$ cat src/rtl/i2s_tx_scheduler.sv
// rtl/i2s_tx_scheduler.sv - sequencing controller feeding an i2s_core serializer
//
// Divides Clk down to SCLK and LRCLK (SCLK = 64 x LRCLK). It accepts stereo pairs
// over a valid/ready handshake and holds one pair pending behind the pair now
// playing. It presents writedata/write so the core loads the left word on the
// LRCLK fall and the right word on the LRCLK rise. Frames that start with nothing
// pending are underruns: they play silence and are counted.
//
// Ports:
//   Clk, Reset      system clock; synchronous active-high reset
//   enable          start/stop request (level)
//   sample_l/_r     upstream stereo pair, DW bits each
//   sample_valid    upstream pair valid
//   sample_ready    pair accepted when sample_valid && sample_ready
//   SCLK, LRCLK     bit clock and word clock (LRCLK = 0 is the left slot)
//   writedata       word for the core to load
//   write           core enable
//   frame_tick      one-cycle pulse at each frame start
//   underrun_cnt    saturating underrun count

module i2s_tx_scheduler #(
  parameter int DW       = 32,
  parameter int HALF_DIV = 4
) (
  input  logic          Clk,
  input  logic          Reset,
  input  logic          enable,
  input  logic [DW-1:0] sample_l,
  input  logic [DW-1:0] sample_r,
  input  logic          sample_valid,
  output logic          sample_ready,
  output logic          SCLK,
  output logic          LRCLK,
  output logic [DW-1:0] writedata,
  output logic          write,
  output logic          frame_tick,
  output logic [15:0]   underrun_cnt
);

  localparam int DIV_W = (HALF_DIV > 1) ? $clog2(HALF_DIV) : 1;
  localparam logic [DIV_W-1:0] DIV_LAST = DIV_W'(HALF_DIV - 1);

  typedef enum logic [1:0] {
    IDLE,
    START,
    RUN,
    STOP
  } state_t;

  state_t state;
  state_t state_next;

  // pending pair and the pair currently playing
  logic [DW-1:0] pend_l;
  logic [DW-1:0] pend_r;
  logic          pend_full;
  logic [DW-1:0] cur_l;
  logic [DW-1:0] cur_r;

  // clock generation
  logic [DIV_W-1:0] div_cnt;
  logic [4:0]       bit_cnt;
  logic             sclk_q;
  logic             lrclk_q;

  logic             tick_q;
  logic [15:0]      urun_q;

  // decoded timing events
  logic div_wrap;
  logic sclk_fall;
  logic slot_end;
  logic lr_rise_ev;
  logic lr_fall_ev;
  logic accept;

  // control strobes from the FSM
  logic clocks_run;
  logic frame_begin;
  logic underrun;
  logic clear_all;

  assign div_wrap   = (div_cnt == DIV_LAST);
  assign sclk_fall  = div_wrap && sclk_q;
  assign slot_end   = sclk_fall && (bit_cnt == 5'd31);
  assign lr_rise_ev = slot_end && !lrclk_q;
  assign lr_fall_ev = slot_end && lrclk_q;
  assign accept     = sample_valid && sample_ready;

  always_ff @(posedge Clk) begin
    if (Reset) begin
      state <= IDLE;
    end else begin
      state <= state_next;
    end
  end

  always_comb begin
    state_next   = state;
    sample_ready = 1'b0;
    write        = 1'b0;
    clocks_run   = 1'b0;
    frame_begin  = 1'b0;
    underrun     = 1'b0;
    clear_all    = 1'b0;
    case (state)
      IDLE: begin
        if (enable) begin
          state_next = START;
        end
      end
      START: begin
        sample_ready = !pend_full;
        if (!enable) begin
          state_next = IDLE;
          clear_all  = 1'b1;
        end else if (pend_full) begin
          frame_begin = 1'b1;
          state_next  = RUN;
        end
      end
      RUN: begin
        write        = 1'b1;
        clocks_run   = 1'b1;
        sample_ready = !pend_full;
        // The boundary decision uses pend_full as it stood before this
        // edge, so a pair accepted on an underrun boundary waits a frame.
        if (lr_fall_ev) begin
          if (pend_full) begin
            frame_begin = 1'b1;
          end else begin
            underrun = 1'b1;
          end
        end
        if (!enable) begin
          state_next = STOP;
        end
      end
      STOP: begin
        write      = 1'b1;
        clocks_run = 1'b1;
        // Finish the frame in flight, then drop to IDLE at the boundary
        // instead of starting the pending pair.
        if (lr_fall_ev) begin
          state_next = IDLE;
          clear_all  = 1'b1;
        end
      end
      default: begin
        state_next = IDLE;
        clear_all  = 1'b1;
      end
    endcase
  end

  always_ff @(posedge Clk) begin
    if (Reset) begin
      pend_l    <= '0;
      pend_r    <= '0;
      pend_full <= 1'b0;
      cur_l     <= '0;
      cur_r     <= '0;
      div_cnt   <= '0;
      bit_cnt   <= '0;
      sclk_q    <= 1'b0;
      lrclk_q   <= 1'b0;
      tick_q    <= 1'b0;
      urun_q    <= '0;
    end else begin
      tick_q <= 1'b0;

      if (accept) begin
        pend_l    <= sample_l;
        pend_r    <= sample_r;
        pend_full <= 1'b1;
      end

      if (clocks_run) begin
        div_cnt <= div_wrap ? '0 : div_cnt + DIV_W'(1);
        if (div_wrap) begin
          sclk_q <= ~sclk_q;
        end
        if (sclk_fall) begin
          if (bit_cnt == 5'd31) begin
            bit_cnt <= '0;
            lrclk_q <= ~lrclk_q;
          end else begin
            bit_cnt <= bit_cnt + 5'd1;
          end
        end
      end

      // Timing is reloaded explicitly so the START -> RUN entry lines up with
      // a boundary that came from free-running counters.
      if (frame_begin) begin
        cur_l     <= pend_l;
        cur_r     <= pend_r;
        pend_full <= 1'b0;
        tick_q    <= 1'b1;
        lrclk_q   <= 1'b0;
        sclk_q    <= 1'b0;
        div_cnt   <= '0;
        bit_cnt   <= '0;
      end

      // Starved frame: play silence and leave the clocks untouched.
      if (underrun) begin
        cur_l  <= '0;
        cur_r  <= '0;
        tick_q <= 1'b1;
        if (urun_q != 16'hFFFF) begin
          urun_q <= urun_q + 16'd1;
        end
      end

      if (clear_all) begin
        pend_l    <= '0;
        pend_r    <= '0;
        pend_full <= 1'b0;
        cur_l     <= '0;
        cur_r     <= '0;
        div_cnt   <= '0;
        bit_cnt   <= '0;
        sclk_q    <= 1'b0;
        lrclk_q   <= 1'b0;
      end
    end
  end

  // cur_* change only at LRCLK falls, so this mux moves only on LRCLK edges
  // and stays stable for the whole slot.
  assign writedata    = lrclk_q ? cur_r : cur_l;
  assign SCLK         = sclk_q;
  assign LRCLK        = lrclk_q;
  assign frame_tick   = tick_q;
  assign underrun_cnt = urun_q;

endmodule

$ cat config.mk
export PLATFORM = sky130hd
export DESIGN_NAME = i2s_tx_scheduler
export DESIGN_NICKNAME = d
export VERILOG_FILES = /design/src/rtl/i2s_tx_scheduler.sv
export SDC_FILE = /design/constraint.sdc
export NUM_CORES = 1
export LEC_CHECK = 0
export ABC_CLOCK_PERIOD_IN_PS = 3500
export CORE_MARGIN = 5
export CORE_UTILIZATION = 52
export DETAILED_ROUTE_END_ITERATION = 8
export GPL_TIMING_DRIVEN = 0
export HOLD_SLACK_MARGIN = 0.05
export PLACE_DENSITY = 0.8
export SYNTH_ARGS = -nofsm -noshare
export SYNTH_HDL_FRONTEND = slang
export SYNTH_SLANG_ARGS = --single-unit
$ cat constraint.sdc
create_clock -name Clk -period 3.5 [get_ports Clk]
set_input_delay 1.05 -clock Clk [delete_from_list [all_inputs] [get_ports Clk]]
set_output_delay 1.05 -clock Clk [all_outputs]
set_load 0.05 [all_outputs]
# ---- Yosys cells after proc, flatten, opt, wreduce, memory -nomap -nowiden
# Cells that the tools add are included.
dict set report totals {
  wordCells 66
  ff_bits 157
}
dict set report classes {
  n_mux 23
  n_eq_ne 10
  n_bitwise 2
  n_reduce_logical 16
  addsub 3
}
# cell n
set op_table {}
lappend op_table {{32-bit two-way mux} 1}
lappend op_table {{16-bit by 1-bit adder with 16-bit output (second input constant)} 1}
lappend op_table {{16-bit != test (second input constant)} 1}
lappend op_table {{1-bit two-way mux} 12}
lappend op_table {{2-bit two-way mux} 6}
lappend op_table {{2-bit one-hot mux with 4 select lines} 1}
lappend op_table {{2-bit equality test (second input constant)} 3}
lappend op_table {{2-bit != test (second input constant)} 3}
lappend op_table {{2-bit AND reduction} 3}
lappend op_table {{2-bit OR reduction} 3}
lappend op_table {{3-bit OR reduction} 2}
lappend op_table {{5-bit by 1-bit adder with 5-bit output (second input constant)} 1}
lappend op_table {{5-bit equality test (second input constant)} 1}
lappend op_table {{5-bit two-way mux} 1}
lappend op_table {{1-bit logical AND} 4}
lappend op_table {{1-bit one-hot mux with 2 select lines} 2}
lappend op_table {{4-bit AND reduction} 1}
lappend op_table {{3-bit != test (second input constant)} 1}
lappend op_table {{3-bit AND reduction} 1}
lappend op_table {{2-bit by 1-bit adder with 2-bit output (second input constant)} 1}
lappend op_table {{2-bit by 1-bit equality test with 1-bit output (second input constant)} 1}
lappend op_table {{2-bit logical NOT} 1}
lappend op_table {{1-bit inverter} 2}
lappend op_table {{1-bit logical NOT} 1}

# ---- Longest topological paths before layout
dict set report logic_depth {
  word_depth 8
  mapped_depth 9
  depth_no_buf 7
}

# ---- Worst setup path after synthesis
# No wires, ideal clock.
dict set report synth_path {
  path_type {flip-flop to output port}
  startpoint {register lrclk_q (netlist: LRCLK)}
  endpoint {output port writedata[22]}
  path_stages_with_launch 4
  required_ns 2.450
  slack_ns 0.717
  arrival_time_ns 1.733
  n_path_buf 2
  path_cell_list {dfxtp_1 -> buf_2 -> buf_1 -> mux2_2}
}
dict set report synth_via {
  elab_chain_cells 1
}
# item line_no
set synth_rtl {}
lappend synth_rtl {{start, declared} 64} ;# logic lrclk_q;
lappend synth_rtl {{start signal, assigned} 186} ;# lrclk_q <= ~lrclk_q;
lappend synth_rtl {{32-bit two-way mux} 232} ;# assign writedata = lrclk_q ? cur_r : cur_l;
lappend synth_rtl {{end, declared} 34} ;# output logic [DW-1:0] writedata,
# No other way between the ends.

# ---- Worst setup path after layout
dict set report layout_path {
  startpoint {register lrclk_q (netlist: LRCLK)}
  endpoint {output port writedata[20]}
}
# Same word-level chain as after synthesis.

==> impl_results.md <==
* Routed Wire Length at 17,160 µm
* Area delta synth->final at 32.48%
* Antenna-violating nets left at 0
* Top Family by Delay on Critical Path: buffers and inverters
* # Max-Cap Violations at 0
* Initial antenna violation count at 0
* Leak pwr at 3.277 nW
* Slew Viols, Final at 0
* Final Hold Violating Endpoints at 0
* Fin Setup TNS at 0 ns
* CTS Sinks at 157
* Synthesized netlist net count at 866
* Final Instance Area at 8573 µm²
* Largest net degree at the start of global routing at 17
* Status: finished clean
* First-pass GRT wire length at 27,880 µm
* Warnings from Yosys at 0
* Post-synth ARST share at 0%
* # DRC at 0
* Place WS at 0.2086 ns
* Post-synth top cells: 157 x dfxtp_1, 148 x a21oi_1, 139 x nand2_1
* Post-layout min period at 3.429 ns
* Max_slew headroom at 39.95%
* Critical Path AT at 2.38 ns
* Die height at 121.6 µm
* Period utilization at 97.97%
* Peak Freq at 291.6 MHz
* Crit Path Category: reg2out
* Yosys top cell area share at 48.57%
* Initial DRC count at 623
* Vias at 6,172
* Average cell area after synthesis at 8.202 µm²
* Most numerous cell in the Yosys netlist: dfxtp_1
* RSZ-0062 raised after global routing: false
* Most used cell, CP: buf_2
* Total power at 4.212 mW
* CP endpoint kind: output port
* Die extent in x at 121.6 µm
* Final Skew at 0.01006 ns
* Post-Syn Area at 6471 µm²
* CP Launch Type: register
* Largest cells by area after synthesis: dfxtp_1 49%, a21oi_1 11%, nand2_1 8.1%
* Total grt overflow at 0
* CP Cell Sequence: buf_2 > buf_2 > mux2_2 > clkdlybuf4s50_1
* Initial Util at 53.43%
* Placed cell area at 7883 µm²
* # Post-CTS Setup Buffers at 0
* Seq/Total Area, Yosys at 48.57%
* IR Drop Worst-Case VDD at 0.3610 mV
* Post-synth EDFFs at 0
* Routability Congestion at 0.8301
* Slowest CP cell: clkdlybuf4s50_1
* Vias per cell at 5.565
* TritonCTS clock tree: done
* Routed length per placed instance at 15.48 µm
* Final number of setup-violating endpoints at 0
* Layout cell share with drive strength beyond 1 at 8.183%
* H-tree levels at 4
* Fin nets at 1,005
* Worst-path clk slew at 0.06 ns
* Post-synth top area cell: dfxtp_1
* CP max stage delay at 0.72 ns
* Ant diodes at 0
* Drt pass-1 iters at 5
* Port Buf Inserts at 120
* Crit path buf inv count at 3
* # fillers at 988
* Worst skew pair latency at 0.43 ns
* Core Area at 12,110 µm²
* Deepest clock path buffer count at 2
* Min-Delay Path Class: reg2reg
* DIE AREA at 14,780 µm²
* I/O Pins at 121
* Clock Root Buffer: clkbuf_16
* Measured slew at the worst slew-check pin at 0.9008 ns
* CP Max Fanout at 10
* FP Rows at 40
* CTS Buf Count at 17
* Pwr dens at 491.3 nW/µm²
* Crit path required time at 2.45 ns
* Final worst setup slack at 0.07095 ns
* HPWL after detailed placement at 11,720 µm
* Synth cell types at 43
* #FFs+latches synth at 157
* Vias in the first global route at 5,831
* Tot GR Track Use at 23.52%
* Ys flop type: dfxtp_1
* Post-Syn Instances at 789
## power by group
part / switching, mW / total [mW] / internal (mW) / leakage, nW
clock network: 0.729 / 1.95 / 1.22 / 0.303
logic: 0.252 / 0.394 / 0.142 / 1.71
registers: 0.0304 / 1.87 / 1.84 / 1.27
## per-stage QoR
| step | hold slack, ns | util [%] | std cells |
|---|---|---|---|
| after global placement | 0.4426 | 65.08 | 1077 |
| after detailed placement | 0.4473 | 65.08 | 1077 |
| after CTS | 0.4559 | 70.31 | 1109 |
| after floorplan | 0.4356 | - | 789 |
| after global routing | 0.4666 | 70.79 | 1109 |
| final | 0.4547 | 70.79 | 1109 |
## path summary, 6_finish.rpt
kind                                   to  cells after the start  slack, ns                     from
hold / removal    pend_l[21]$_SDFFE_PP0P_                      2       0.45  pend_l[21]$_SDFFE_PP0P_
setup reg to reg    cur_r[2]$_SDFFE_PP0P_                      8       0.57  bit_cnt[0]$_SDFFE_PP0P_
setup / recovery            writedata[20]                      4       0.07       LRCLK$_SDFFE_PP0P_
hold reg to reg   pend_l[21]$_SDFFE_PP0P_                      2       0.45  pend_l[21]$_SDFFE_PP0P_
## cell type report
type / count / area (µm²) / share of cell area (%)
Clock buffer: 24 / 501.7 / 5.852
Buffer: 66 / 256.5 / 2.992
Sequential cell: 157 / 3143 / 36.66
Multi-Input combinational cell: 557 / 3042 / 35.48
Clock inverter: 8 / 127.6 / 1.489
Timing Repair Buffer: 120 / 1259 / 14.68
Tap cell: 168 / 210.2 / 2.452
Inverter: 9 / 33.78 / 0.3940
## cell usage in the layout, fill, tap and decap left out, types with 23 or more instances in the layout
master,count
a21oi_1,148
clkdlybuf4s50_1,97
o21ai_0,69
dlymetal6s2s_1,23
mux2_2,33
clkbuf_1,56
nand2_1,139
dfxtp_1,157
nand3_1,71
## routing by layer
layer	GRT usage [%]	wire length, µm
met1	30.13	7434
met2	38.72	8127
met3	5.850	1287
met4	8.263	313
met5	0	0
## registers in the layout, summed over array words and instances (netlist names), named ones only
signal	cells
LRCLK	1
SCLK	1
cur_r	32
frame_tick	1
div_cnt	2
state	1
pend_full	1
bit_cnt	5
underrun_cnt	16
pend_r	32
cur_l	32
pend_l	32
## tightest hold or removal path, delay by kind of cell (launching register included)
kind | cells | cell delay, ns
DFF | 1 | 0.31
AOI/OAI and AO/OA | 1 | 0.05
and+or+nand+nor | 1 | 0.05
## cell families after synthesis
| kind of cell | synth area share (%) |
|---|---|
| AOI/OAI and AO/OA | 19.68 |
| xor gates and xnor gates | 0.2707 |
| adders and majority gates | 1.740 |
| buffers and inverters | 4.428 |
| DFF | 48.57 |
| muxes | 6.226 |
| and+or+nand+nor | 19.08 |
## repair_timing
action | 4_1_cts | 5_1_grt
hold buffers | 0 | 0
gates resized for setup | 3 | 23
endpoints found under the setup margin | 29 | 23
No activity file was read; power rests on OpenSTA's default activity.
